**config.mk**
```make
export PLATFORM = sky130hd
export DESIGN_NAME = countdown_ctrl_flat
export DESIGN_NICKNAME = d
export VERILOG_FILES = /design/src/rtl/countdown_ctrl_if.sv /design/src/rtl/countdown_ctrl.sv /design/src/flat_wrapper.sv
export SDC_FILE = /design/constraint.sdc
export NUM_CORES = 1
export LEC_CHECK = 0
export CORE_MARGIN = 2
export CORE_UTILIZATION = 40
export CTS_BUF_LIST = sky130_fd_sc_hd__clkbuf_8
export DETAILED_ROUTE_END_ITERATION = 12
export PLACE_DENSITY = 0.76
export SYNTH_ARGS = -nofsm -noshare
export SYNTH_HDL_FRONTEND = slang
export SYNTH_SLANG_ARGS = --single-unit
```
**constraint.sdc**
```tcl
create_clock -name clk -period 1.9 [get_ports clk]
set_input_delay 0.19 -clock clk [delete_from_list [all_inputs] [get_ports clk]]
set_output_delay 0.19 -clock clk [all_outputs]
set_load 0.03 [all_outputs]
```
**src/rtl/countdown_ctrl_if.sv**
```systemverilog
// Control/data bundle between a host and the two-digit BCD countdown controller.
interface countdown_ctrl_if;
    logic       start;
    logic       pause;
    logic       clear;
    logic [3:0] load_tens;
    logic [3:0] load_ones;
    logic [3:0] tens;
    logic [3:0] ones;
    logic [1:0] state;
    logic       done;

    modport master (
        output start, pause, clear, load_tens, load_ones,
        input  tens, ones, state, done
    );

    modport slave (
        input  start, pause, clear, load_tens, load_ones,
        output tens, ones, state, done
    );
endinterface

```
**src/rtl/countdown_ctrl.sv**
```systemverilog
// Two-digit BCD countdown timer with prescaler, pause/resume and clear.
// Optional feature: define AUTO_RELOAD_EN to reload from the captured start value on reaching 00.
module countdown_ctrl #(
    parameter int unsigned PRESCALE = 4
) (
    input logic             clk,
    input logic             rst_n,
    countdown_ctrl_if.slave bus
);

    typedef enum logic [1:0] {
        ST_IDLE  = 2'b00,
        ST_RUN   = 2'b01,
        ST_PAUSE = 2'b10,
        ST_DONE  = 2'b11
    } state_t;

    localparam logic [7:0] PRESC_LAST = 8'(PRESCALE - 1);

    state_t     state_r, state_s;
    logic [3:0] tens_r, tens_s, ones_r, ones_s;
    logic [3:0] rtens_r, rtens_s, rones_r, rones_s;
    logic [7:0] presc_r, presc_s;
    logic       done_r, done_s;
    logic [3:0] ld_tens_s, ld_ones_s, dec_tens_s, dec_ones_s;

    function automatic logic [3:0] clamp_digit(input logic [3:0] d);
        return (d > 4'd9) ? 4'd9 : d;
    endfunction

    // Next-state, next-count and done-pulse decode; clear wins, then pause, tick, start
    always_comb begin
        state_s    = state_r;
        tens_s     = tens_r;
        ones_s     = ones_r;
        rtens_s    = rtens_r;
        rones_s    = rones_r;
        presc_s    = presc_r;
        done_s     = 1'b0;
        ld_tens_s  = clamp_digit(bus.load_tens);
        ld_ones_s  = clamp_digit(bus.load_ones);
        dec_ones_s = (ones_r == 4'd0) ? 4'd9 : (ones_r - 4'd1);
        dec_tens_s = (ones_r == 4'd0) ? (tens_r - 4'd1) : tens_r;
        if (bus.clear) begin
            state_s = ST_IDLE;
            tens_s  = 4'd0;
            ones_s  = 4'd0;
            presc_s = 8'd0;
        end else begin
            case (state_r)
                ST_IDLE, ST_DONE: begin
                    if (bus.start) begin
                        rtens_s = ld_tens_s;
                        rones_s = ld_ones_s;
                        tens_s  = ld_tens_s;
                        ones_s  = ld_ones_s;
                        presc_s = 8'd0;
                        if ((ld_tens_s == 4'd0) && (ld_ones_s == 4'd0)) begin
                            state_s = ST_DONE;
                            done_s  = 1'b1;
                        end else begin
                            state_s = ST_RUN;
                        end
                    end else begin
                        state_s = state_r;
                    end
                end
                ST_RUN: begin
                    if (bus.pause) begin
                        state_s = ST_PAUSE;
                    end else if (presc_r == PRESC_LAST) begin
                        presc_s = 8'd0;
                        tens_s  = dec_tens_s;
                        ones_s  = dec_ones_s;
                        if ((dec_tens_s == 4'd0) && (dec_ones_s == 4'd0)) begin
                            done_s = 1'b1;
`ifdef AUTO_RELOAD_EN
                            tens_s = rtens_r;
                            ones_s = rones_r;
`else
                            state_s = ST_DONE;
`endif
                        end else begin
                            done_s = 1'b0;
                        end
                    end else begin
                        presc_s = presc_r + 8'd1;
                    end
                end
                ST_PAUSE: begin
                    // Resume keeps the held prescaler phase; no reload here
                    if (bus.start) begin
                        state_s = ST_RUN;
                    end else begin
                        state_s = ST_PAUSE;
                    end
                end
                default: begin
                    state_s = ST_IDLE;
                    tens_s  = 4'd0;
                    ones_s  = 4'd0;
                    presc_s = 8'd0;
                end
            endcase
        end
    end

    // State, count, reload and done registers with asynchronous reset
    always_ff @(posedge clk or negedge rst_n) begin
        if (!rst_n) begin
            state_r <= ST_IDLE;
            tens_r  <= 4'd0;
            ones_r  <= 4'd0;
            rtens_r <= 4'd0;
            rones_r <= 4'd0;
            presc_r <= 8'd0;
            done_r  <= 1'b0;
        end else begin
            state_r <= state_s;
            tens_r  <= tens_s;
            ones_r  <= ones_s;
            rtens_r <= rtens_s;
            rones_r <= rones_s;
            presc_r <= presc_s;
            done_r  <= done_s;
        end
    end

    assign bus.tens  = tens_r;
    assign bus.ones  = ones_r;
    assign bus.state = state_r;
    assign bus.done  = done_r;

endmodule

```
**src/flat_wrapper.sv**
```systemverilog
// flat-port wrapper written by rule: the top's interface ports become plain ports
module countdown_ctrl_flat 
#(
    parameter int unsigned PRESCALE = 4
)
  (clk, rst_n, bus_start, bus_pause, bus_clear, bus_load_tens, bus_load_ones, bus_tens, bus_ones, bus_state, bus_done);
  countdown_ctrl_if bus_i ();
  input logic clk;
  input logic rst_n;
  input wire logic [$bits(bus_i.start)-1:0] bus_start;
  input wire logic [$bits(bus_i.pause)-1:0] bus_pause;
  input wire logic [$bits(bus_i.clear)-1:0] bus_clear;
  input wire logic [$bits(bus_i.load_tens)-1:0] bus_load_tens;
  input wire logic [$bits(bus_i.load_ones)-1:0] bus_load_ones;
  output wire logic [$bits(bus_i.tens)-1:0] bus_tens;
  output wire logic [$bits(bus_i.ones)-1:0] bus_ones;
  output wire logic [$bits(bus_i.state)-1:0] bus_state;
  output wire logic [$bits(bus_i.done)-1:0] bus_done;
  assign bus_i.start = bus_start;
  assign bus_i.pause = bus_pause;
  assign bus_i.clear = bus_clear;
  assign bus_i.load_tens = bus_load_tens;
  assign bus_i.load_ones = bus_load_ones;
  assign bus_tens = bus_i.tens;
  assign bus_ones = bus_i.ones;
  assign bus_state = bus_i.state;
  assign bus_done = bus_i.done;
  countdown_ctrl #(.PRESCALE(PRESCALE)) u_core (.clk(clk), .rst_n(rst_n), .bus(bus_i));
endmodule
```
## Word level (Yosys, flattened, before mapping)

Index checks and enable logic that the tools add are counted.

| storage, ports and cells | value |
|---|---|
| output and inout port bits | 11 |
| logic and storage cells | 66 |
| bits of input ports | 13 |
| register bits after elaboration | 19 |

| operators by class | value |
|---|---|
| mux-type cells | 34 |
| eq/ne operators | 9 |
| reductions and logical operators | 13 |
| $lt $le $gt $ge | 2 |
| add/sub/neg operators | 3 |

Operator list:

| kind | count |
|---|---|
| $mux 4 | 12 |
| $mux 8 | 4 |
| $logic_not 4->1 | 5 |
| $pmux 4 s2 | 2 |
| $pmux 8 s2 | 1 |
| $mux 2 | 7 |
| $add 8x1->8 const B | 1 |
| $eq 8x2->1 const B | 1 |
| $gt 4x4->1 const B | 2 |
| $ne 4x3->1 const B | 2 |
| $sub 4x1->4 const B | 2 |
| $mux 1 | 6 |
| $ne 3x3->1 const B | 2 |
| $pmux 2 s3 | 1 |
| $reduce_and 3->1 | 2 |
| $eq 2x2->1 const B | 2 |
| $reduce_and 4->1 | 1 |
| $ne 3x2->1 const B | 1 |
| $reduce_bool 3->1 | 1 |
| $eq 2x1->1 const B | 1 |
| $logic_and 1x1->1 | 2 |
| $logic_not 2->1 | 1 |
| $pmux 1 s2 | 1 |
| $reduce_or 2->1 | 1 |

## Depth between registers and ports, before layout

| logic depth | value |
|---|---|
| depth after elaboration | 9 |
| depth in mapped cells | 8 |
| gate-level depth less buffers | 7 |

## Worst setup path before layout

Ideal clock, no wire load.

| timing | value |
|---|---|
| path kind | register to register |
| start | reg u_core.state_r[0], in the netlist u_core.bus.state[0] |
| end | reg u_core.tens_r[0], in the netlist u_core.bus.tens[0] |
| arrival | 2.180 ns |
| buffers on the path | 1 |
| stages on the path, launching flop included | 9 |
| library setup time | 0.104 ns |
| slack | -0.383 ns |
| data required time | 1.796 ns |
| period minus slack after synthesis | 2.283 ns |
| path through | dfrtp_1 > inv_1 > ha_1 > or2_2 > a31oi_1 > nand2b_1 > buf_2 > nor2_1 > a221oi_1 |

| on the way | value |
|---|---|
| cells in the longest elaborated chain, start to end | 4 |
| elaborated cells on any way between the ends | 11 |
| those cells by class | 5 x eq/ne; 2 x mux; 4 x reduce/logical |

RTL lines:

| what | RTL line | text |
|---|---|---|
| from (decl) | countdown_ctrl.sv:20 | `state_t state_r, state_s;` |
| from (signal assigned) | countdown_ctrl.sv:119 | `state_r <= state_s;` |
| $eq 2x2->1 or $logic_not 2->1 (tied branches) | countdown_ctrl.sv:50 | `case (state_r)` |
| $reduce_or 2->1 | countdown_ctrl.sv:50 |  |
| $ne 3x3->1 (no line), or another cell as far along | n/a |  |
| $reduce_and 4->1 (no line) or $mux 4 (tied branches) | n/a |  |
| to (signal assigned) | countdown_ctrl.sv:120 | `tens_r <= tens_s;` |
| to (decl) | countdown_ctrl.sv:21 | `logic [3:0] tens_r, tens_s, ones_r, ones_s;` |

Parallel ways exist; a longest one is shown, timed or not.
A chain may end at the register's enable or synchronous reset.

## Worst setup path in the final report

| timing | value |
|---|---|
| start | reg u_core.presc_r[5] |
| end | reg u_core.state_r[0], in the netlist u_core.bus.state[0] |

| on the way | value |
|---|---|
| cells in the longest elaborated chain, start to end | 3 |

RTL lines:

| what | RTL line | text |
|---|---|---|
| from (decl) | countdown_ctrl.sv:23 | `logic [7:0] presc_r, presc_s;` |
| from (signal assigned) | countdown_ctrl.sv:124 | `presc_r <= presc_s;` |
| $eq 8x2->1 | countdown_ctrl.sv:71 | `end else if (presc_r == PRESC_LAST) begin` |
| $ne 4x3->1 (no line) | n/a |  |
| $reduce_and 3->1 (no line) | n/a |  |

No other way between the ends.

==> results.sh <==
export IMPL_max_cap_viol_count=0
export IMPL_clk_pin_slew_worst_paths_ns=0.08
export IMPL_grt_use_total_pct=21.2
export IMPL_initial_utilization_pct=42.9
export IMPL_cts_root_buf="clkbuf_8"
export IMPL_wl_per_cell_um=15.0
export IMPL_setup_violations=3
export IMPL_slew_violations=0
export IMPL_fmax_mhz=501
export IMPL_cts_sinks=19
export IMPL_synth_cells=156
export IMPL_startpoint_type="flip-flop"
export IMPL_critPathKind="reg -> reg"
export IMPL_cts_made_buffers=3
export IMPL_synth_seq_cells=19
export IMPL_finalWorstSetupSlack_ns=-0.0958
export IMPL_ys_types=41
export IMPL_die_h_um=61.7
export IMPL_cts_tree="yes"
export IMPL_place_ws_ns=-0.0606
export IMPL_path_max_fanout=3
export IMPL_dp_hpwl_um=2630
export IMPL_grt_max_degree=20
export IMPL_required_ns=2.10
export IMPL_first_iter_violations=77
export IMPL_utilization_pct=63.2
export IMPL_layout_drive_gt1_share_pct=32.7
export IMPL_synth_mux_area_share_pct=2.26
export IMPL_hold_violations=0
export IMPL_dp_cells=239
export IMPL_power_total_uw=2840
export IMPL_yosysSeqAreaShare_pct=35.7
export IMPL_gp_congestion=0.929
export IMPL_leakagePower_uw=0.000822
export IMPL_ir_worst_vdd_mv=0.682
export IMPL_vias=1361
export IMPL_synth_top_family_by_area="simple AND/OR/NAND/NOR gates"
export IMPL_crit_start="u_core.presc_r[5]"
export IMPL_antenna_diode_count=0
export IMPL_tightest_slew_ns=0.397
export IMPL_skew_ns=0.00483
export IMPL_synth_simple_area_share_pct=28.5
export IMPL_dr_pass1_iters=4
export IMPL_antenna_found_initial=0
export IMPL_synth_compound_area_share_pct=24.1
export IMPL_power_density_mw_per_mm2=1450
export IMPL_synth_adder_area_share_pct=4.70
export IMPL_ioPinCount=24
export IMPL_synth_area_sq_mm=0.00133
export IMPL_hp_class="in -> async"
export IMPL_layout_worst_path_cycle_share_pct=105
export IMPL_r2r_start="u_core.presc_r[5]"
export IMPL_relSlewSlack_pct=73.5
export IMPL_num_rows=20
export IMPL_synth_nets=174
export IMPL_fin_crit_ns=2.00
export IMPL_h_tree_depth=1
export IMPL_status="complete, but fails checks"
export IMPL_syn2layout_area_growth_pct=47.4
export IMPL_finalNonFillerCells=249
export IMPL_grt_pass1_wl_um=5900
export IMPL_ant_nets=0
export IMPL_cp_arrival_ns=2.20
export IMPL_avgSynthCellArea_sq_um=8.53
export IMPL_wirelength_um=3730
export IMPL_cts_max_path_buffers=2
export IMPL_fp_dieW_um=61.7
export IMPL_core_area_sq_mm=0.00310
export IMPL_violations="negative setup slack"
export IMPL_drc_errors=0
export IMPL_io_buffers=23
export IMPL_avgViaCountPerCell=5.47
export IMPL_synth_xor_area_share_pct=0.659
export IMPL_die_area_sq_mm=0.00380
export IMPL_fin_hold_ws_ns=0.257
export IMPL_grt_pass1_vias=1340
export IMPL_gr_total_overflow=0
export IMPL_yosys_warnings=0
export IMPL_end_kind="flip-flop"
export IMPL_clk_latency_ns=0.27
export IMPL_rsz0062_at_grt="yes"
export IMPL_nNetsFinal=224
## final timing paths
path | slack, ns | cells after the start | endpoint
min | 0.26 | 2 | u_core.bus.tens[2]
max reg2reg | -0.1 | 5 | u_core.bus.state[0]
max in group asynchronous | 1.41 | 2 | u_core.bus.ones[0]
max | -0.1 | 5 | u_core.bus.state[0]
min reg2reg | 0.57 | 2 | u_core.presc_r[1]
min in group clk | 0.57 | 2 | u_core.presc_r[1]
## flip-flops by register name (all words and copies together), names as in the netlist
signal / flops
u_core.bus.done: 1
u_core.bus.ones: 4
u_core.bus.state: 2
u_core.bus.tens: 4
u_core.presc_r: 8
## where the power goes
part / internal (uW) / switching, uW
registers: 509 / 132
logic: 895 / 1010
clock network: 148 / 151
## repair_timing
| action | in CTS | in global routing |
|---|---|---|
| resized for setup | 10 | 23 |
| setup endpoints to repair | 11 | 17 |
| cloned | 0 | 0 |
| hold buffers | 0 | 0 |
| buffers inserted | 2 | 4 |
| pin swaps | 4 | 9 |
## Yosys cell counts
| cell | instances | area, sq um |
|---|---|---|
| a2111oi_4 | 1 | 27.5 |
| a211oi_2 | 1 | 12.5 |
| a21o_1 | 1 | 7.51 |
| a21o_2 | 1 | 8.76 |
| a21oi_1 | 5 | 25.0 |
| a221o_1 | 1 | 10.0 |
| a221oi_1 | 1 | 8.76 |
| a22o_1 | 1 | 8.76 |
| a31oi_1 | 5 | 31.3 |
| and3_1 | 4 | 25.0 |
| and3_2 | 1 | 7.51 |
| buf_2 | 1 | 5.00 |
| buf_6 | 1 | 11.3 |
| clkbuf_1 | 2 | 7.51 |
| dfrtp_1 | 19 | 475 |
| ha_1 | 5 | 62.6 |
| inv_1 | 8 | 30.0 |
| mux2i_1 | 3 | 30.0 |
| nand2_1 | 18 | 67.6 |
| nand2b_1 | 5 | 31.3 |
| nand3_1 | 2 | 10.0 |
| nand3b_1 | 1 | 7.51 |
| nand4b_1 | 1 | 8.76 |
| nor2_1 | 17 | 63.8 |
| nor2b_1 | 1 | 6.26 |
| nor3_1 | 6 | 30.0 |
| nor3b_1 | 1 | 7.51 |
| nor4_1 | 1 | 6.26 |
| nor4_4 | 1 | 21.3 |
| nor4b_1 | 2 | 17.5 |
| o21ai_0 | 24 | 120 |
| o221a_1 | 1 | 11.3 |
| o221a_2 | 1 | 11.3 |
| o22a_1 | 1 | 8.76 |
| o31ai_1 | 1 | 7.51 |
| o31ai_4 | 1 | 21.3 |
| or2_2 | 5 | 31.3 |
| or2b_1 | 2 | 15.0 |
| or3_4 | 1 | 11.3 |
| or4_4 | 1 | 11.3 |
| xor2_1 | 1 | 8.76 |
## per-layer routing
metal	vias up	GRT usage (%)	part of all wire, %
li1	656	-	-
met1	652	26.0	42
met2	45	36.8	51
met3	8	3.57	5.0
met4	0	8.21	1.6
met5	-	0	0
## logic make-up (layout without fill, tap and decap cells)
| logic type | Yosys count | count (layout) |
|---|---|---|
| xor+xnor | 1 | 1 |
| simple gates | 70 | 70 |
| compound gates | 46 | 46 |
| buf+inv | 12 | 61 |
| fa+ha+maj | 5 | 5 |
| mux | 3 | 3 |
| flops | 19 | 19 |
## cells in the final DEF, fill, tap and decap left out, types with 2 or more instances in the layout
cell type and n:
or2_2 3, mux2i_1 2, nand2b_1 3, nand2_1 18, dfrtp_2 5, inv_1 7, clkbuf_8 3, nand2b_4 2
a31oi_1 4, a21oi_1 5, nor3_1 6, o21ai_2 5, buf_4 22, dfrtp_1 14, clkdlybuf4s50_1 23, ha_2 2
and3_1 4, o21ai_1 7, nor2_1 17, or2_4 2, nand3_1 2, ha_1 2, nor4b_1 2, o21ai_0 11
buf_6 4
## through the flow
step	setup TNS (ns)	instance area, sq um
floorplan	-0.0641	1380
global placement	-0.0390	1790
detailed placement	-0.109	1790
CTS	-0.206	1880
global route	-0.599	1960
finish	-0.186	1960
## cell type report
cell class                 instances  area, sq um
sequential                        19          482
fill                             287         1140
clock inverter                     1         7.51
clock buffer                       3         41.3
inverter                           8         30.0
multi-input combinational        125          905
tap                               44         55.1
timing repair buffer              49          440
## critical path, cell delays in order, from the launching register on
cell and delay (ns):
dfrtp_1 0.39, or4_4 0.56, or3_4 0.35, a2111oi_4 0.25, a21o_2 0.21, o221a_1 0.17
No activity file was read; power rests on OpenSTA's default activity.
